[config.mk]
export PLATFORM = sky130hd
export DESIGN_NAME = adder_bist
export DESIGN_NICKNAME = d
export VERILOG_FILES = /design/src/rtl/adder_bist.sv
export SDC_FILE = /design/constraint.sdc
export NUM_CORES = 1
export LEC_CHECK = 0
export CORE_MARGIN = 8
export CORE_UTILIZATION = 35
export DETAILED_ROUTE_END_ITERATION = 8
export GPL_TIMING_DRIVEN = 0
export PLACE_DENSITY = 0.6
export RECOVER_POWER = 50
export SLEW_MARGIN = 10
export SYNTH_ARGS = -nofsm -noshare
export SYNTH_HDL_FRONTEND = slang
export SYNTH_SLANG_ARGS = --single-unit
[constraint.sdc]
create_clock -name Clk_in -period 3.95 [get_ports Clk_in]
set_clock_uncertainty 0.1 [all_clocks]
set_input_delay 0.79 -clock Clk_in [delete_from_list [all_inputs] [get_ports Clk_in]]
set_output_delay 0.79 -clock Clk_in [all_outputs]
set_load 0.02 [all_outputs]
[src/rtl/adder_bist.sv]
// adder_bist: built-in self-test driver/checker for the combinational 8-bit
// add/subtract unit (A_in, B_in, Sel_in -> Rez_out[8:0]).
//
// A 16-bit Galois LFSR (right shift, taps 16'hB400) generates operands. Vector
// i drives A = lfsr[7:0], B = lfsr[15:8], Sel = i[0]. Each expected result is
// pushed into a RESP_LAT-deep pipeline. It is compared with Rez_in RESP_LAT
// edges after its drive edge. Mismatches are counted with saturation.
//
// Parameters:
//   NUM_VECTORS  vectors per run (1..65535)
//   RESP_LAT     clock edges from operand drive to result sample (1..8)
//   SEED         LFSR load value at run start (0 is replaced by 16'h0001)
//
// Ports:
//   Clk_in       clock, rising edge
//   Rst_n_in     asynchronous active-low reset
//   Start_in     run request, level-sampled in IDLE/DONE
//   A_out        operand A to the unit
//   B_out        operand B to the unit
//   Sel_out      operation to the unit (0 = add, 1 = subtract)
//   Rez_in       9-bit result from the unit
//   Busy_out     run in progress
//   Done_out     run finished, results valid
//   Pass_out     Done_out and zero errors
//   Err_cnt_out  mismatch count, saturating at 16'hFFFF
//
// Optional feature, macro ADDER_BIST_FIRST_ERR_EN:
//   First_err_vld_out / First_err_idx_out / First_err_got_out /
//   First_err_exp_out capture the first mismatch of a run. The capture is
//   held until the next start and cleared at reset and at start.
module adder_bist #(
  parameter int unsigned NUM_VECTORS = 256,
  parameter int unsigned RESP_LAT    = 1,
  parameter logic [15:0] SEED        = 16'hACE1
) (
  input  logic        Clk_in,
  input  logic        Rst_n_in,
  input  logic        Start_in,
  output logic [7:0]  A_out,
  output logic [7:0]  B_out,
  output logic        Sel_out,
  input  logic [8:0]  Rez_in,
  output logic        Busy_out,
  output logic        Done_out,
  output logic        Pass_out,
  output logic [15:0] Err_cnt_out
`ifdef ADDER_BIST_FIRST_ERR_EN
  ,
  output logic        First_err_vld_out,
  output logic [15:0] First_err_idx_out,
  output logic [8:0]  First_err_got_out,
  output logic [8:0]  First_err_exp_out
`endif
);

  localparam logic [15:0] SEED_EFF  = (SEED == 16'h0000) ? 16'h0001 : SEED;
  localparam logic [15:0] LAST_IDX  = 16'(NUM_VECTORS - 1);
  localparam logic [15:0] LFSR_TAPS = 16'hB400;
  localparam int unsigned TAIL      = RESP_LAT - 1;

  typedef enum logic [1:0] {
    IDLE,
    RUN,
    DRAIN,
    DONE
  } state_t;

  // One in-flight expected result. 'last' marks the final vector of the run.
  // The final compare, not a cycle count, then ends the run.
  typedef struct packed {
    logic        vld;
    logic        last;
    logic [8:0]  exp;
`ifdef ADDER_BIST_FIRST_ERR_EN
    logic [15:0] idx;
`endif
  } slot_t;

  state_t      state;
  state_t      state_next;
  logic [15:0] lfsr;
  logic [15:0] vec_idx;
  slot_t       pipe [RESP_LAT];
  slot_t       head;
  slot_t       tail;

  logic        start_run;
  logic        drive_en;
  logic        cmp_en;
  logic        finish;
  logic        mismatch;
  logic [15:0] drive_src;
  logic [15:0] drive_idx;
  logic [8:0]  drive_exp;
  logic [15:0] err_next;

  function automatic logic [15:0] lfsr_step(input logic [15:0] x);
    lfsr_step = {1'b0, x[15:1]} ^ (x[0] ? LFSR_TAPS : 16'h0000);
  endfunction

  // State register
  always_ff @(posedge Clk_in or negedge Rst_n_in) begin
    if (!Rst_n_in) begin
      state <= IDLE;
    end else begin
      state <= state_next;
    end
  end

  // Next-state and per-cycle control
  always_comb begin
    state_next = state;
    start_run  = 1'b0;
    drive_en   = 1'b0;
    case (state)
      IDLE, DONE: begin
        if (Start_in) begin
          start_run  = 1'b1;
          drive_en   = 1'b1;
          state_next = RUN;
        end
      end
      RUN: begin
        // When the last vector is already out, this edge either holds the
        // final compare (RESP_LAT = 1) or starts draining the pipeline.
        if (vec_idx != LAST_IDX) begin
          drive_en = 1'b1;
        end else begin
          state_next = finish ? DONE : DRAIN;
        end
      end
      DRAIN: begin
        if (finish) begin
          state_next = DONE;
        end
      end
      default: state_next = IDLE;
    endcase
  end

  // Operands for the vector driven at this edge: the seed on a start,
  // otherwise the already-stepped LFSR value.
  assign drive_src = start_run ? SEED_EFF : lfsr;
  assign drive_idx = start_run ? 16'h0000 : vec_idx + 16'd1;

  always_comb begin
    drive_exp = '0;
    if (drive_idx[0]) begin
      drive_exp = {1'b0, drive_src[7:0]} - {1'b0, drive_src[15:8]};
    end else begin
      drive_exp = {1'b0, drive_src[7:0]} + {1'b0, drive_src[15:8]};
    end
  end

  always_comb begin
    head      = '0;
    head.vld  = drive_en;
    head.last = (drive_idx == LAST_IDX);
    head.exp  = drive_exp;
`ifdef ADDER_BIST_FIRST_ERR_EN
    head.idx  = drive_idx;
`endif
  end

  assign tail     = pipe[TAIL];
  assign cmp_en   = tail.vld;
  assign finish   = cmp_en && tail.last;
  assign mismatch = cmp_en && (Rez_in != tail.exp);
  assign err_next = (mismatch && (Err_cnt_out != 16'hFFFF)) ? Err_cnt_out + 16'd1
                                                             : Err_cnt_out;

  // Datapath: operand drive, LFSR, expected-result pipeline, result registers
  always_ff @(posedge Clk_in or negedge Rst_n_in) begin
    if (!Rst_n_in) begin
      lfsr        <= '0;
      vec_idx     <= '0;
      A_out       <= '0;
      B_out       <= '0;
      Sel_out     <= 1'b0;
      Busy_out    <= 1'b0;
      Done_out    <= 1'b0;
      Pass_out    <= 1'b0;
      Err_cnt_out <= '0;
      for (int unsigned i = 0; i < RESP_LAT; i++) begin
        pipe[i] <= '0;
      end
`ifdef ADDER_BIST_FIRST_ERR_EN
      First_err_vld_out <= 1'b0;
      First_err_idx_out <= '0;
      First_err_got_out <= '0;
      First_err_exp_out <= '0;
`endif
    end else begin
      pipe[0] <= head;
      for (int unsigned i = 1; i < RESP_LAT; i++) begin
        pipe[i] <= pipe[i-1];
      end

      if (drive_en) begin
        A_out   <= drive_src[7:0];
        B_out   <= drive_src[15:8];
        Sel_out <= drive_idx[0];
        lfsr    <= lfsr_step(drive_src);
        vec_idx <= drive_idx;
      end

      if (start_run) begin
        Busy_out    <= 1'b1;
        Done_out    <= 1'b0;
        Pass_out    <= 1'b0;
        Err_cnt_out <= '0;
`ifdef ADDER_BIST_FIRST_ERR_EN
        First_err_vld_out <= 1'b0;
        First_err_idx_out <= '0;
        First_err_got_out <= '0;
        First_err_exp_out <= '0;
`endif
      end else begin
        Err_cnt_out <= err_next;
        if (finish) begin
          // Pass uses err_next so the final compare is included.
          Busy_out <= 1'b0;
          Done_out <= 1'b1;
          Pass_out <= (err_next == 16'h0000);
        end
`ifdef ADDER_BIST_FIRST_ERR_EN
        if (mismatch && !First_err_vld_out) begin
          First_err_vld_out <= 1'b1;
          First_err_idx_out <= tail.idx;
          First_err_got_out <= Rez_in;
          First_err_exp_out <= tail.exp;
        end
`endif
      end
    end
  end

endmodule

== After elaboration in Yosys (flattened, before gate mapping) ==
Cells that the tools add are included.
Operators by class
  add/sub/neg operators: 4
  eq/ne operators: 10
  muxes and demuxes: 21
  bitwise logic cells: 1
  reductions and logical operators: 8
Operators by type and width (count)
  2-to-1 mux 16 bit: 5
  adder 16 x 1 -> 16 bit, second input constant: 2
  == test 16 x 8 -> 1 bit, second input constant: 1
  logical NOT 16 bit: 1
  inequality test 16 bit, second input constant: 1
  inequality test 16 x 8 -> 1 bit, second input constant: 1
  bitwise XOR 15 x 16 -> 16 bit: 1
  2-to-1 mux 1 bit: 10
  adder 8 x 8 -> 9 bit: 1
  2-to-1 mux 9 bit: 1
  inequality test 9 bit: 1
  subtractor 8 x 8 -> 9 bit: 1
  2-to-1 mux 2 bit: 3
  inequality test 2 bit, second input constant: 3
  case mux 2 bit (3 select lines): 1
  == test 2 bit, second input constant: 2
  logical AND 1 bit: 3
  AND reduction 3 bit: 1
  == test 2 x 1 -> 1 bit, second input constant: 1
  logical NOT 2 bit: 1
  case mux 1 bit (2 select lines): 1
  nonzero test 2 bit: 1
  OR reduction 2 bit: 1
Storage, ports and cells
  flip-flop bits (word level): 81
  input bits: 12

== Longest topological paths before layout ==
Gate-level depths: netlist (run 1).
  depth after elaboration: 7
  mapped depth: 17

== Worst setup path before layout (run 1) ==
Ideal clock, no wire load.
  kind: input-to-reg
  from: in Start_in
  to: reg pipe[7] (netlist name)
  setup time: 0.080 ns
  arrival time: 3.161 ns
  path slack: 0.609 ns
  cell stages on the path: 15
  buffers on the path: 1
  path through: nand2_1 -> clkbuf_1 -> nand2_1 -> ha_1 -> mux2_2 -> inv_1 -> ha_1 -> nor2b_1 -> o21ai_0 -> a21boi_0 -> o21a_1 -> nor2_1 -> o21bai_1 -> a21oi_1 -> xnor2_1
Between the ends
  longest elaborated chain between the ends: 5
  elaborated cells on any way between the ends: 7
  classes of those cells: 2 x add/sub; 5 x mux
Ends and longest elaborated chain
  from (decl): line 38  | input logic Start_in,
  2-to-1 mux 1 bit *: line 117  | if (Start_in) begin
  2-to-1 mux 1 bit *: line 115  | case (state)
  2-to-1 mux 16 bit: line 143  | assign drive_src = start_run ? SEED_EFF : lfsr;
  adder 8 x 8 -> 9 bit or subtractor 8 x 8 -> 9 bit (tied branches): line 151, 149
  2-to-1 mux 9 bit *: line 148  | if (drive_idx[0]) begin
  net drive_exp[7]: line 94  | logic [8:0] drive_exp;
  to (signal, indexed assignment): line 196  | pipe[i] <= pipe[i-1];
  to (decl): line 83  | slot_t pipe [RESP_LAT];
The timed path passes the listed nets; every way through them passes the cells marked *.
A chain may end at the register's enable or synchronous reset.

== Worst setup path in the final report (run 1) ==
  from: in Start_in
  to: reg pipe[8] (netlist name)
The elaborated chain is that of the path after synthesis.

==> run_results.csv, run 1 <==
group,metric,value,unit
synth,synth_ff_type,"dfrtp_1",
grt,globalRouteOverflowTotal,0,
sta,final-hold-violation-count,0,
placed_design,gp_congestion,0.8355,
final_layout,n_antenna_cell,0,
placed_design,dp_hpwl,7646,um
final_layout,drive_above_1_share,13.57,%
sta,rsz0062_at_grt,"no",
routing,ant_nets,0,
power,leakage,0.002214,uW
final_layout,fin_nets,559,
sta,finalWorstSetupSlack,0.3388,ns
worst_hold_path,hold_path.class,"input pin to asynchronous set/reset pin",
clocking,h-tree-depth,3,
floorplanning,die_w,125.3,um
synth,synthTopCellsByCount,"67 x dfrtp_1, 56 x nand2_1, 52 x nor2_1, 37 x xnor2_1, 35 x o21ai_0",
synth,syn_area_per_cell,8.806,sq um
routing,vias_per_cell,5.222,
sta,max_freq,276.9,MHz
placed_design,dp_slack,-0.3881,ns
power,power.switching,517.7,uW
power,p_int,1485,uW
worst_setup_path,required,4.11,ns
routing,avgRoutedWirePerCell,15.28,um
power,total_power,2003,uW
grt,grt_pass1_wl,18170,um
synth,synthDistinctLibCells,60,
clocking,cts_setup_buffers,0,
worst_setup_path,end_kind,"flip-flop",
worst_setup_path,worstSetupPathType,"input pin to flip-flop",
power,powerDensity,385.3,nW/um^2
clocking,clkSinkCount,67,
floorplanning,rows,40,
synth,syn_nets,501,
clocking,clk_path_buf_depth,2,
clocking,cts_tree,"yes",
sta,relSlewSlack,5.399,%
clocking,clk_pin_slew,0.06,ns
sta,fin_crit_sh,91.42,%
synth,syn-cell-area,4183,sq um
run,maxCapViolations,0,
final_layout,syn_to_final_growth,24.29,%
floorplanning,die_area,15710,sq um
routing,wl,10470,um
synth,syn_inst,475,
clocking,cts-hold-fix-buffers,0,
final_layout,fill_cells,1148,
placed_design,io_buffer_count,47,
grt,antenna_found_initial,0,
floorplanning,die_h,125.3,um
synth,synth_top_area_cell,"dfrtp_1",
worst_setup_path,startpoint_type,"input pin",
clocking,cts_resized,1,
sta,setup_violations,0,
routing,drc,0,
worst_setup_path,critical_path_peak_fanout,10,
sta,period_minus_slack,3.611,ns
floorplanning,io_pins,48,
synth,synthTopCellsByArea,"dfrtp_1 40%, xnor2_1 7.7%, nand2_1 5.0%",
synth,synth_edf_count,0,
floorplanning,start_util,35.26,%
synth,synth_top_cell_area_share,40.08,%
clocking,cts_root_buf,"clkbuf_16",
synth,async_flop_share,100.0,%
synth,synth-seq-area-share,40.08,%
sta,worst_pin_slew,1.419,ns
power,peakVddDrop,183.3,uV
clocking,cts_inserted_buffers,9,
synth,synthMostInstantiatedCell,"dfrtp_1",
power,pwr-share-clk,47.4,%
power,seqPwrFrac,38.0,%
worst_setup_path,worstPathArrival,3.77,ns
worst_setup_path,reg2reg_slack,0.53,ns
routing,dr.pass1.iters,4,
routing,num_vias,3577,
grt,grt_max_degree,57,
grt,first_global_vias,3618,
floorplanning,core,11860,sq um
grt,grt_usage,14.13,%
synth,yosysWarnings,0,
synth,synth_seq_cells,67,
run_status,outcome,"finished clean",
power,power_frac_comb,14.6,%
power,switching_share,25.84,%
sta,drv_slew,0,
clocking,clock_latency,0.33,ns
routing,drtIter0Drc,331,
## critical path: stages
cell             delay [ns]
clkdlybuf4s50_1        0.54
nand2_2                0.11
clkbuf_4               0.21
nand2_1                0.12
ha_1                   0.23
nor2b_1                0.07
o32ai_2                0.21
ha_1                   0.30
nor2b_1                0.14
o21ai_0                0.15
nand2b_1               0.11
a21oi_1                0.16
o21bai_1               0.11
a21o_1                 0.19
a21oi_1                0.17
xnor2_1                0.13
## sequential cells by signal, summed over array words and instances, names as in the netlist
signal,cells
vec_idx,16
Err_cnt_out,16
Done_out,1
A_out,7
pipe,10
B_out,7
state,2
Pass_out,1
lfsr,5
cmp_en,1
Busy_out,1
## layer usage
metal	vias up	global-route usage, %	share of wire, %
li1	1752	-	-
met1	1719	17.79	46
met2	87	22.63	47
met3	19	3.867	5.1
met4	0	5.372	1.8
met5	-	0	0
## worst paths after layout
check,start,end,cells after the start
worst min-delay path,Rst_n_in,Err_cnt_out[5]$_DFF_PN0_,1
max in group asynchronous,Rst_n_in,B_out[0]$_DFFE_PN0P_,2
worst max register to register,state[0]$_DFFE_PN0P_,pipe[8]$_DFF_PN0_,16
worst max-delay path,Start_in,pipe[8]$_DFF_PN0_,16
worst min register to register,B_out[3]$_DFFE_PN0P_,B_out[3]$_DFFE_PN0P_,2
min in group Clk_in,B_out[3]$_DFFE_PN0P_,B_out[3]$_DFFE_PN0P_,2
## cell usage in the layout, fill, tap and decap left out, types with 10 or more instances in the layout
master           instances
dfrtp_1                 67
a21oi_1                 20
dlygate4sd3_1           16
inv_1                   19
nand2_1                 55
nor2_1                  52
o21ai_0                 34
xnor2_1                 37
o31ai_1                 10
nand3_1                 15
ha_1                    13
buf_4                   14
nand4_1                 12
clkdlybuf4s50_1         30
clkbuf_1                12
## cell type report
class                           count  area [sq um]  area share (%)
Clock buffer                       10         239.0           4.597
Timing Repair Buffer               48         469.2           9.025
Tap cell                          147         183.9           3.538
Sequential cell                    67          1677           32.25
Inverter                           19         71.32           1.372
Multi-Input combinational cell    351          2240           43.08
Buffer                             37         206.4           3.971
Clock inverter                      6         112.6           2.166
## logic make-up after synthesis
kind of cell / synth area share (%)
XOR/XNOR: 8.794
AO/OA/AOI/OAI: 14.72
flip-flops: 40.08
buffers and inverters: 6.611
multiplexers: 2.872
adder cells (fa/ha/maj): 4.367
AND/OR/NAND/NOR: 22.55
## power groups by stage
| stage | registers [uW] | logic (uW) | clock network [uW] |
|---|---|---|---|
| floorplan | 806 | 139 | 0 |
| finish | 761 | 293 | 949 |
| detailed placement | 774 | 305 | 0 |
| global route | 768 | 319 | 998 |
| global placement | 771 | 296 | 0 |
| CTS | 761 | 306 | 968 |
## metrics by stage
stage / setup TNS (ns) / hold WS, ns / cells / util (%) / cell area [sq um]
finish: 0 / 0.3591 / 685 / 43.83 / 5199
global route: 0 / 0.4134 / 685 / 43.83 / 5199
CTS: 0 / 0.1995 / 686 / 43.97 / 5215
detailed placement: -1.017 / 0.3807 / 670 / 40.99 / 4862
global placement: -28.87 / 0.3854 / 669 / 40.78 / 4837
floorplan: 0 / 0.3624 / 475 / - / 4183
(Power assumes the default switching activity.)
==> run 2: changes to the inputs <==
--- a/config.mk
+++ b/config.mk
@@ -8,8 +8,9 @@
 export CORE_MARGIN = 8
 export CORE_UTILIZATION = 35
 export DETAILED_ROUTE_END_ITERATION = 8
+export DONT_BUFFER_PORTS = 1
 export GPL_TIMING_DRIVEN = 0
-export PLACE_DENSITY = 0.6
+export PLACE_DENSITY = 0.55
 export RECOVER_POWER = 50
 export SLEW_MARGIN = 10
 export SYNTH_ARGS = -nofsm -noshare
==> run 2 against run 1 <==
Die area is the same. Register-to-register slack got worse by 0.21 ns. Total power shrank 12%. Via count fell by 6.9%. Critical endpoint is now pipe[7]$_DFF_PN0_. Sequential share of layout area up 3.8 points. Critical path depth is 1 higher. Combinational power fell by 45%. Global-route usage is 0.81 points lower. Count of clock-buffer cells in the layout rose by 3. First-iteration DRC count down 38%.
==> run_results.csv, run 2 (synthesis gave the netlist of run 1 again) <==
group,metric,value,unit
final_layout,fin_nets,512,
routing,ant_nets,0,
worst_setup_path,end_kind,"flip-flop",
final_layout,n_antenna_cell,0,
grt,grt_max_degree,68,
routing,vias_per_cell,5.229,
final_layout,syn_to_final_growth,11.13,%
worst_hold_path,hold_path.class,"input pin to asynchronous set/reset pin",
floorplanning,io_pins,48,
worst_setup_path,worstPathArrival,3.78,ns
final_layout,seqCellArea,1677,sq um
sta,finalSetupTns,0,ns
final_layout,multi_input_area,2230,sq um
final_layout,top_regs,"Err_cnt_out x16, vec_idx x16, pipe x10",
worst_setup_path,cp_cell_sequence,"inv_1, ha_1, nand2_1, clkbuf_2, nand2_1, ha_1, mux2_2, inv_1, ha_1, nor2b_1, o21ai_0, a21boi_0, o21a_1, nor2_1, o21bai_1, a21oi_1, xnor2_1",
power,leakage,0.001959,uW
routing,drtIter0Drc,206,
sta,finalWorstSetupSlack,0.3229,ns
grt,antenna_found_initial,0,
placed_design,dp_slack,0.07910,ns
final_layout,final_area,4648,sq um
grt,grt_pass1_wl,16800,um
clocking,h-tree-depth,3,
clocking,clock_latency,0.33,ns
sta,relSlewSlack,61.05,%
clocking,clkSinkCount,67,
sta,final-hold-violation-count,0,
run_status,outcome,"finished clean",
floorplanning,core,11860,sq um
sta,max_freq,275.7,MHz
worst_setup_path,max_stage_delay,0.35,ns
routing,avgRoutedWirePerCell,15.96,um
power,powerDensity,381.2,nW/um^2
sta,period_minus_slack,3.627,ns
final_layout,final_common_cell,"dfrtp_1",
floorplanning,die_area,15710,sq um
sta,rsz0062_at_grt,"no",
routing,wl,10170,um
grt,grt_usage,13.32,%
floorplanning,die_w,125.3,um
worst_setup_path,cp_top_family,"adder cells",
worst_setup_path,critPathSlowestCell,"dfrtp_1",
sta,worst_pin_slew,0.5797,ns
power,peakVddDrop,202.1,uV
clocking,clk_path_buf_depth,2,
worst_setup_path,worstSetupPathType,"flip-flop to flip-flop",
grt,first_global_vias,3278,
worst_setup_path,critical_path_peak_fanout,10,
floorplanning,rows,40,
clocking,cts_root_buf,"clkbuf_16",
routing,dr.pass1.iters,4,
grt,globalRouteOverflowTotal,0,
final_layout,drive_above_1_share,12.65,%
floorplanning,die_h,125.3,um
clocking,cts-hold-fix-buffers,0,
sta,setup_violations,0,
final_layout,layout_common_cells,"67 x dfrtp_1, 56 x nand2_1, 52 x nor2_1",
run,maxCapViolations,0,
sta,drv_slew,0,
clocking,cts_tree,"yes",
worst_setup_path,cp_num_buf_inv,3,
clocking,cts_inserted_buffers,9,
sta,fin_crit_sh,91.82,%
clocking,clk_pin_slew,0.05,ns
placed_design,gp_congestion,0.8051,
worst_setup_path,startpoint_type,"flip-flop",
routing,drc,0,
floorplanning,start_util,35.26,%
placed_design,io_buffer_count,0,
worst_setup_path,required,4.10,ns
worst_setup_path,crit_top_cell,"ha_1",
routing,num_vias,3331,
placed_design,dp_hpwl,7438,um
final_layout,fill_cells,1172,
placed_design,placed_area,4367,sq um
clocking,cts_setup_buffers,0,
-- run 2: cell types whose count changed in the layout (fill, tap and decap cells not counted), sizes merged --
cell,change
clkbuf,+6
clkdlybuf4s50,-30
buf,-4
clkinv,-2
dlygate4sd3,-16
bufinv,-2
-- run 2: repair_timing --
item / CTS / global route
gates resized for setup: 0 / 2
endpoints found under the setup margin: 0 / 2
hold endpoints to repair: 0 / 0
-- run 2: report_power, final --
group / leakage, uW / internal (uW) / switching (uW)
logic: 0.000930 / 73.9 / 87.3
clock network: 0.000146 / 519 / 282
registers: 0.000884 / 720 / 90.8
-- run 2: cell type report --
cell class / instances / area share [%]
Multi-Input combinational cell: 351 / 47.97
Clock buffer: 13 / 5.599
Inverter: 19 / 1.534
Tap cell: 147 / 3.957
Sequential cell: 67 / 36.07
Clock inverter: 2 / 0.7537
Buffer: 38 / 4.118
-- run 2: worst paths after layout --
kind	startpoint	end	slack [ns]	depth (start not counted)
min in group Clk_in	vec_idx[15]$_DFFE_PN0P_	vec_idx[15]$_DFFE_PN0P_	0.39	1
worst min-delay path	Rst_n_in	Err_cnt_out[3]$_DFF_PN0_	0.06	0
worst max register to register	state[0]$_DFFE_PN0P_	pipe[7]$_DFF_PN0_	0.32	17
worst min register to register	vec_idx[15]$_DFFE_PN0P_	vec_idx[15]$_DFFE_PN0P_	0.39	1
worst max-delay path	state[0]$_DFFE_PN0P_	pipe[7]$_DFF_PN0_	0.32	17
max in group asynchronous	Rst_n_in	B_out[0]$_DFFE_PN0P_	3.56	0
-- run 2: worst register-to-register path, cell delays in order (launching register included) --
cell and delay (ns):
dfrtp_1 0.35, inv_1 0.06, ha_1 0.33, nand2_1 0.20
clkbuf_2 0.29, nand2_1 0.14, ha_1 0.30, mux2_2 0.29
inv_1 0.06, ha_1 0.21, nor2b_1 0.12, o21ai_0 0.22
a21boi_0 0.16, o21a_1 0.19, nor2_1 0.17, o21bai_1 0.09
a21oi_1 0.17, xnor2_1 0.13
-- run 2: layer usage --
layer / vias to the layer above / share of wire (%) / global-route usage (%) / wire [um]
li1: 1658 / - / - / -
met1: 1593 / 46 / 16.15 / 4689
met2: 66 / 46 / 21.44 / 4710
met3: 14 / 6.4 / 5.355 / 649
met4: 0 / 1.2 / 3.653 / 118
met5: - / 0 / 0 / 0
-- run 2: through the flow --
| stage | power [uW] | cells | hold slack [ns] | util [%] |
|---|---|---|---|---|
| finish | 1772 | 637 | 0.05805 | 39.19 |
| global route | 1860 | 637 | 0.03392 | 39.19 |
| CTS | 1795 | 637 | 0.04105 | 39.30 |
| detailed placement | 983.4 | 622 | 0.3863 | 36.81 |
| global placement | 979.5 | 622 | 0.3921 | 36.81 |
| floorplan | 945.2 | 475 | 0.3624 | - |
==> run 3: changes to the inputs <==
--- a/config.mk
+++ b/config.mk
@@ -5,11 +5,11 @@
 export SDC_FILE = /design/constraint.sdc
 export NUM_CORES = 1
 export LEC_CHECK = 0
-export CORE_MARGIN = 8
+export ABC_CLOCK_PERIOD_IN_PS = 3950
+export CORE_MARGIN = 5
 export CORE_UTILIZATION = 35
 export DETAILED_ROUTE_END_ITERATION = 8
 export DONT_BUFFER_PORTS = 1
-export GPL_TIMING_DRIVEN = 0
 export PLACE_DENSITY = 0.55
 export RECOVER_POWER = 50
 export SLEW_MARGIN = 10
==> run 3 against run 2 <==
Total power down 0.70%. Cell count down 5.2%. Worst setup slack better by 0.19 ns. Clock power down 1%. Global-route usage up 1.2 points. Largest cell class unchanged.
==> run_results.csv, run 3 (synthesis gave the netlist of run 1 again) <==
group,metric,value,unit
run_status,outcome,"finished clean",
worst_setup_path,crit_top_cell,"ha_1",
routing,vias_per_cell,5.361,
sta,setup_violations,0,
clocking,clk_path_buf_depth,2,
final_layout,n_antenna_cell,0,
grt,grt_usage,14.49,%
clocking,cts-hold-fix-buffers,0,
placed_design,dp_slack,0.5138,ns
grt,globalRouteOverflowTotal,0,
final_layout,fin_nets,478,
sta,final-hold-violation-count,0,
grt,first_global_vias,3215,
worst_setup_path,reg2reg_slack,0.51,ns
floorplanning,die_h,119.3,um
worst_setup_path,crit_end,"pipe[7]$_DFF_PN0_",
clocking,cts_root_buf,"clkbuf_16",
final_layout,final_common_cell,"dfrtp_1",
routing,num_vias,3238,
grt,antenna_found_initial,0,
power,leakage,0.001850,uW
worst_setup_path,r2r_end,"pipe[7]$_DFF_PN0_",
floorplanning,core,11860,sq um
sta,finalWorstSetupSlack,0.5088,ns
clocking,cts_setup_buffers,0,
clocking,cts_tree,"yes",
sta,fin_crit_sh,87.12,%
final_layout,layoutNonFillerInstCount,604,
final_layout,layout_common_cells,"67 x dfrtp_1, 56 x nand2_1, 52 x nor2_1",
run,maxCapViolations,0,
clocking,cts_resized,0,
power,power.switching,470.1,uW
routing,dr.pass1.iters,4,
routing,drtIter0Drc,243,
sta,drv_slew,0,
worst_setup_path,worstPathArrival,3.59,ns
floorplanning,die_w,119.3,um
power,powerDensity,392.7,nW/um^2
sta,rsz0062_at_grt,"no",
routing,drc,0,
final_layout,drive_above_1_share,10.07,%
floorplanning,rows,40,
power,peakVddDrop,219.9,uV
placed_design,io_buffer_count,0,
worst_setup_path,startpoint_type,"flip-flop",
floorplanning,die_area,14240,sq um
worst_setup_path,reg2regPathDepth,16,
sta,finalSetupTns,0,ns
grt,grt_pass1_wl,16680,um
worst_setup_path,startpoint,"state[0]$_DFFE_PN0P_",
sta,max_freq,290.6,MHz
final_layout,multi_input_area,2230,sq um
worst_setup_path,critical_path_peak_fanout,11,
power,p_int,1289,uW
clocking,clk_pin_slew,0.06,ns
clocking,clock_latency,0.33,ns
worst_setup_path,required,4.10,ns
placed_design,placed_area,4192,sq um
worst_setup_path,reg2reg_from,"state[0]$_DFFE_PN0P_",
grt,grt_max_degree,68,
final_layout,top_regs,"Err_cnt_out x16, vec_idx x16, pipe x10",
worst_setup_path,max_stage_delay,0.35,ns
final_layout,syn_to_final_growth,7.119,%
power,total_power,1759,uW
power,power_frac_comb,7.2,%
worst_setup_path,cp_cell_sequence,"inv_1, ha_1, nand2_1, nand2_1, ha_1, mux2_2, inv_1, ha_1, nor2b_1, o21ai_0, a21boi_0, o21a_1, nor2_1, o21bai_1, a21oi_1, xnor2_1",
power,pwr-share-clk,44.9,%
clocking,h-tree-depth,3,
sta,worst_pin_slew,0.7739,ns
floorplanning,io_pins,48,
placed_design,placed_cells,588,
worst_setup_path,worstSetupPathType,"flip-flop to flip-flop",
worst_setup_path,end_kind,"flip-flop",
clocking,cts_inserted_buffers,9,
power,switching_share,26.72,%
final_layout,seqCellArea,1677,sq um
clocking,clkSinkCount,67,
power,seqPwrFrac,47.9,%
sta,relSlewSlack,48.01,%
sta,period_minus_slack,3.441,ns
placed_design,gp_congestion,0.7989,
final_layout,fill_cells,1165,
routing,ant_nets,0,
placed_design,dp_hpwl,6971,um
final_layout,final_area,4481,sq um
routing,avgRoutedWirePerCell,16.40,um
routing,wl,9904,um
worst_setup_path,critPathSlowestCell,"dfrtp_1",
floorplanning,start_util,35.26,%
worst_hold_path,hold_path.class,"input pin to asynchronous set/reset pin",
## run 3: worst min path at each step
stage | from | end | slack [ns]
floorplan | vec_idx[15]$_DFFE_PN0P_ | vec_idx[15]$_DFFE_PN0P_ | 0.36
global placement | Rst_n_in | Err_cnt_out[8]$_DFF_PN0_ | 0.40
detailed placement | vec_idx[15]$_DFFE_PN0P_ | vec_idx[15]$_DFFE_PN0P_ | 0.39
CTS | Rst_n_in | Err_cnt_out[1]$_DFF_PN0_ | 0.04
global route | Rst_n_in | vec_idx[8]$_DFFE_PN0P_ | 0.03
finish | Rst_n_in | vec_idx[8]$_DFFE_PN0P_ | 0.05
## run 3: power groups by stage
stage / sequential [uW] / clock (uW) / combinational (uW)
final: 843 / 790 / 126
after CTS: 842 / 813 / 125
after global routing: 851 / 840 / 141
after global placement: 852 / 0 / 120
after floorplan: 806 / 0 / 139
after detailed placement: 855 / 0 / 124
## run 3: routing by layer
metal / vias to the layer above / part of all wire, % / track usage, %
li1: 1587 / - / -
met1: 1568 / 45 / 18.57
met2: 75 / 47 / 23.17
met3: 8 / 7.3 / 5.698
met4: 0 / 0.60 / 3.150
met5: - / 0 / 0
## run 3: critical path: cells and delay by family (launching register included)
family,cells,cell delay [ns]
AOI/OAI and AO/OA,5,0.79
and+or+nand+nor,4,0.73
DFF,1,0.35
buffers and inverters,2,0.13
adders and majority gates,3,0.85
muxes,1,0.29
xor gates and xnor gates,1,0.13
## run 3: layout make-up
type	instances	share of cell area [%]
well taps	147	4.105
repair buffers	4	0.6702
clock buffers	14	5.669
clock inverters	2	0.7819
inverters	19	1.592
multi-input cells	351	49.76
flip-flops and latches	67	37.42
## run 3: metrics by stage
step | hold WS (ns) | utilization (%)
final | 0.05184 | 37.77
after global routing | 0.03412 | 37.77
after CTS | 0.03948 | 37.77
after detailed placement | 0.3906 | 35.34
after global placement | 0.3955 | 35.34
after floorplan | 0.3624 | -
==> variant 1 (flow settings as in run 3) <==
Reset style: synchronous (`Rst_n_in`), changed in 2 clocked blocks. Comments in the files are not updated.
--- a/src/rtl/adder_bist.sv
+++ b/src/rtl/adder_bist.sv
@@ -100,5 +100,5 @@
 
   // State register
-  always_ff @(posedge Clk_in or negedge Rst_n_in) begin
+  always_ff @(posedge Clk_in) begin
     if (!Rst_n_in) begin
       state <= IDLE;
@@ -171,5 +171,5 @@
 
   // Datapath: operand drive, LFSR, expected-result pipeline, result registers
-  always_ff @(posedge Clk_in or negedge Rst_n_in) begin
+  always_ff @(posedge Clk_in) begin
     if (!Rst_n_in) begin
       lfsr        <= '0;
Behaviour: differs if Rst_n_in is asserted again (counterexample within 4 cycles, from zero or initial values and one cycle with Rst_n_in low); with Rst_n_in held inactive, the same outputs for 10 cycles.
==> variant 1 against run 3 <==
  * Fmax is 3.7% lower
  * Core utilization is 0.16 points higher
  * Routed wire length is 6.1% lower
  * Count of clock-buffer cells in the layout is 4 lower
  * Global-route usage is 0.59 points lower
  * Non-clock buffer count stayed put
  * Sequential cell count stayed put
  * Cell area is 4.2% lower
  * Setup slack worse by 0.13 ns
  * Synthesized area is 3.9% lower
  * First-iteration DRC count is 4.9% higher
Power is not compared: it rests on default switching activity, and its combinational part moved more than twofold at a synthesized area within 25%.
==> variant 1: results (changes against run 3) <==
| Metric | Value |
|---|---|
| Psw | `1.046 mW` |
| Wire length on met2 | `4130 µm (was 4704 µm)` |
| Async S/R FF share, synth | `0 (was 1.000)` |
| Maximum clock rate | `279.7 MHz (was 290.6 MHz)` |
| Clk Latency, worst-skew pair | `0.33 ns (about the same)` |
| DR WL/cell | `15.00 µm (was 16.40 µm)` |
| Initial antenna violation count | `0 (unchanged)` |
| Synth unique cells | `62 (was 60)` |
| DRT Pass-1 Iters | `4 (unchanged)` |
| Relative slew slack | `0.4126 (was 0.4801)` |
| GPL Wtd Cong | `0.7766 (was 0.7989)` |
| List of most frequent post-synthesis cells | `dfxtp_1 (67), nand2_1 (57), nor2_1 (46) (was dfrtp_1 (67), nand2_1 (56), nor2_1 (52))` |
| Routed via count | `3364 (was 3238)` |
| Top sig layer | `met4 (unchanged)` |
| Final Net Count | `498 (was 478)` |
| Post-CTS Setup Inserts | `0 (unchanged)` |
| Post_cts resized | `0 (unchanged)` |
| CP max FO | `12 (was 11)` |
| Register area share after synthesis | `0.3337 (was 0.4008)` |
| Status | `completed (unchanged)` |
| Worst EP arrival | `3.70 ns (was 3.59 ns)` |
| Clock Pin Slew Worst Setup and Hold Paths | `0.06 ns (about the same)` |
| Largest regs | `Err_cnt_out x16, vec_idx x16, pipe x11 (was Err_cnt_out x16, vec_idx x16, pipe x10)` |
| Initial DRC Count | `255 (was 243)` |
| YS warnings | `0 (unchanged)` |
| Diode count | `0 (unchanged)` |
| HPWL after detailed placement | `6517 µm (was 6971 µm)` |
| Reg2reg setup slack | `0.37 ns (was 0.51 ns)` |
| Clock tree buffer depth | `2 (unchanged)` |
| CTS buffer count | `9 (unchanged)` |
| Ranking of synthesized cells by area | `dfxtp_1 (33%), nand2_1 (5.3%), xnor2_1 (4.4%), nor2_1 (4.3%), ha_1 (4.0%) (was dfrtp_1 (40%), xnor2_1 (7.7%), nand2_1 (5.0%), nor2_1 (4.7%), o21ai_0 (4.2%))` |
| First-pass GRT wire length | `15320 µm (was 16680 µm)` |
| Routed length on met1 | `4245 µm (was 4421 µm)` |
| IO Port Bufs | `0 (unchanged)` |
| Net Count, Synth | `524 (was 501)` |
| GRT Overall Usage | `0.1390 (was 0.1449)` |
| Largest net degree at the start of global routing | `55 (was 68)` |
| Share of cells above drive strength 1 | `0.06080 (was 0.1007)` |
| Met3 wire len | `771 µm (was 720 µm)` |
| Vias in the first global route | `3061 (was 3215)` |
| HP Class | `register to register (was input port to async pin)` |
| H-Tree Depth | `3 (unchanged)` |
| Root buffer cell | `clkbuf_16 (unchanged)` |
| Pre-CTS WS | `0.4564 ns (was 0.5138 ns)` |
| Leakage | `1.584 nW` |
| Worst VDD drop | `0.2457 mV` |
==> variant 1: power by group through the flow <==
stage	clock (mW)	combinational (mW)	sequential, mW
after floorplan	0	0.869	0.897
after global placement	0	0.932	0.977
after detailed placement	0	0.951	0.979
after CTS	0.896	0.957	0.964
after global routing	0.925	1.08	0.976
final	0.879	0.953	0.959
==> variant 1: kinds of logic after synthesis <==
group	Yosys count	share of synthesized area
AND/OR/NAND/NOR	226	0.2980
flip-flops	67	0.3337
multiplexers	5	0.01308
AO/OA/AOI/OAI	96	0.1588
buffers and inverters	54	0.07254
adder cells (fa/ha/maj)	14	0.04546
XOR/XNOR	36	0.07846
==> variant 1: per-layer routing <==
| metal | vias to the layer above | track usage |
|---|---|---|
| li1 | 1672 | - |
| met1 | 1574 | 0.1862 |
| met2 | 107 | 0.2127 |
| met3 | 11 | 0.03907 |
| met4 | 0 | 0.05199 |
| met5 | - | 0 |
==> variant 1: final cells by class <==
class	count	area, µm²
Sequential cell	67	1341
Tap cell	143	178.9
Fill cell	1175	7027
Timing Repair Buffer	4	26.28
Clock buffer	10	239.0
Inverter	13	48.80
Multi-Input combinational cell	377	2372
Clock inverter	6	87.58
==> variant 1: through the flow <==
| step | instances | total power, mW | hold WS (ns) | util | cell area [µm²] |
|---|---|---|---|---|---|
| floorplan | 498 | 1.766 | 0.3518 | - | 4019 |
| global placement | 604 | 1.909 | 0.3622 | 0.3520 | 3985 |
| detailed placement | 604 | 1.929 | 0.3893 | 0.3520 | 3985 |
| CTS | 620 | 2.817 | 0.3964 | 0.3809 | 4312 |
| global route | 620 | 2.980 | 0.4173 | 0.3793 | 4294 |
| finish | 620 | 2.792 | 0.3866 | 0.3793 | 4294 |
==> variant 1: critical path: stages, from the launching register on <==
cell and delay [ns]:
dfxtp_1 0.33, inv_1 0.06, ha_1 0.36, and2_1 0.43, nor2_1 0.12, mux2_1 0.39, fa_1 0.42, nor2b_1 0.15
o21ai_0 0.11, a21boi_0 0.25, o21ai_0 0.15, a21oi_1 0.22, o21a_1 0.15, o21ai_0 0.07, and3_1 0.17
==> variant 1: worst paths after layout <==
check	endpoint	startpoint	depth (start not counted)
min reg2reg	state[0]	state[0]	2
max reg2reg	pipe[0][8]	state[0]	14
max	pipe[0][8]	state[0]	14
min	state[0]	state[0]	2
==> variant 2 (flow settings as in run 3) <==
Made on the original files. Change the parameter `RESP_LAT` from 1 to 2. Comments in the files are not updated.
--- a/src/rtl/adder_bist.sv
+++ b/src/rtl/adder_bist.sv
@@ -31,5 +31,5 @@
 module adder_bist #(
   parameter int unsigned NUM_VECTORS = 256,
-  parameter int unsigned RESP_LAT    = 1,
+  parameter int unsigned RESP_LAT    = 2,
   parameter logic [15:0] SEED        = 16'hACE1
 ) (
Behaviour: not the same (a bounded check fails within 4 cycles, from zero or initial values and one cycle with Rst_n_in low).
==> variant 2 against run 3 <==
  * Sequential cell count grew 11
  * Setup slack gained 0.12 ns
  * Routed wire length shrank 2.6%
  * Critical path depth is the same
  * Via count shrank 0.25%
  * Cell area grew 5.4%
  * Synthesized area grew 5.1%
  * Critical path type unchanged
  * Critical endpoint is now pipe[18]
Power is not compared: it rests on default switching activity, and its combinational part moved more than twofold at a synthesized area within 25%.
==> variant 2: results (changes against run 3) <==
| Metric | Value |
|---|---|
| Status | `completed (unchanged)` |
| Register area share after synthesis | `0.4442 (was 0.4008)` |
| Initial antenna violation count | `0 (unchanged)` |
| Multi-In Gates | `351 (unchanged)` |
| CP peak stage delay | `0.37 ns (was 0.35 ns)` |
| GPL Wtd Cong | `0.8338 (was 0.7989)` |
| CP max-delay cell | `dfrtp_1 (unchanged)` |
| Largest regs | `pipe x21, Err_cnt_out x16, vec_idx x16 (was Err_cnt_out x16, vec_idx x16, pipe x10)` |
| Share of the synthesized area in the top cell type | `0.4442 (was 0.4008)` |
| Clock Pin Slew Worst Setup and Hold Paths | `0.06 ns (about the same)` |
| FF+latch area | `0.001952 mm² (was 0.001677 mm²)` |
| Relative slew slack | `0.4875 (was 0.4801)` |
| Clk_buf instances | `10 (was 14)` |
| Comb power frac | `0.003` |
| Signal buf overhead | `0.007154 (was 0.006702)` |
| Net Count, Synth | `509 (was 501)` |
| Clk cell area share | `0.06571 (was 0.06451)` |
| Async S/R FF share, synth | `1.000 (unchanged)` |
| Leakage | `2.021 nW` |
| Sequential cell count | `78 (was 67)` |
| H-Tree Depth | `3 (unchanged)` |
| Fillers | `1283 (was 1165)` |
| List of most frequent post-synthesis cells | `dfrtp_1 (78), nand2_1 (70), nor2_1 (49) (was dfrtp_1 (67), nand2_1 (56), nor2_1 (52))` |
| DR WL/cell | `15.16 µm (was 16.40 µm)` |
| Psw | `0.3403 mW` |
| Reg2reg path depth | `16 (unchanged)` |
| Capturing point of the worst reg2reg path | `pipe[18] (was pipe[7])` |
| Reg2reg setup slack | `0.63 ns (was 0.51 ns)` |
| Non-clk invs | `14 (was 19)` |
| Area of the multi-input gates | `0.002158 mm² (was 0.002230 mm²)` |
| Avg Cell Area, Syn | `9.098 µm² (was 8.806 µm²)` |
| Final Net Count | `485 (was 478)` |
| Largest net degree at the start of global routing | `79 (was 68)` |
| Routed via count | `3230 (was 3238)` |
| HPWL after detailed placement | `6662 µm (was 6971 µm)` |
| GRT Overall Usage | `0.1356 (was 0.1449)` |
| Vias in the first global route | `3131 (was 3215)` |
| Share of cells above drive strength 1 | `0.08190 (was 0.1007)` |
| Non-clock buffers | `5 (was 4)` |
| Multiplexer area fraction after synthesis | `0.02506 (was 0.02872)` |
| First-pass GRT wire length | `15950 µm (was 16680 µm)` |
| Worst EP arrival | `3.43 ns (was 3.59 ns)` |
| IO Port Bufs | `0 (unchanged)` |
| Synth Area in Adders | `0.04157 (was 0.04367)` |
| CP max FO | `12 (was 11)` |
| Post-synthesis compound-gate area fraction | `0.1244 (was 0.1472)` |
| Synth unique cells | `53 (was 60)` |
| Worst VDD drop | `0.2263 mV` |
| Ranking of synthesized cells by area | `dfrtp_1 (44%), xnor2_1 (7.0%), nand2_1 (6.0%), nor2_1 (4.2%), o21ai_0 (4.0%) (was dfrtp_1 (40%), xnor2_1 (7.7%), nand2_1 (5.0%), nor2_1 (4.7%), o21ai_0 (4.2%))` |
| Initial DRC Count | `248 (was 243)` |
| Synth Area in XOR/XNOR | `0.09966 (was 0.08794)` |
## variant 2: cell count changes after synthesis, sizes merged, moves of 4 or more
cell	change
a21oi	-5
inv	-5
nand4	-6
xor2	+10
nor2	-5
dfrtp	+11
and3	+4
nand2	+12
## variant 2: metal layers
layer | track usage | wire length [µm]
met1 | 0.1700 | 4415
met2 | 0.2127 | 4350
met3 | 0.05060 | 713
met4 | 0.05248 | 164
met5 | 0 | 0
## variant 2: metrics by stage
stage	hold WS (ns)	instance area (µm²)	cells	worst slack (ns)	total power [mW]
after floorplan	0.2312	4394	483	0.6615	0.8199
after global placement	0.2337	4415	620	0.7149	0.8206
after detailed placement	0.2356	4415	620	0.6461	0.8207
after CTS	0.03442	4726	636	0.6257	1.676
after global routing	0.02129	4722	636	0.4485	1.706
final	0.04479	4722	636	0.6287	1.653
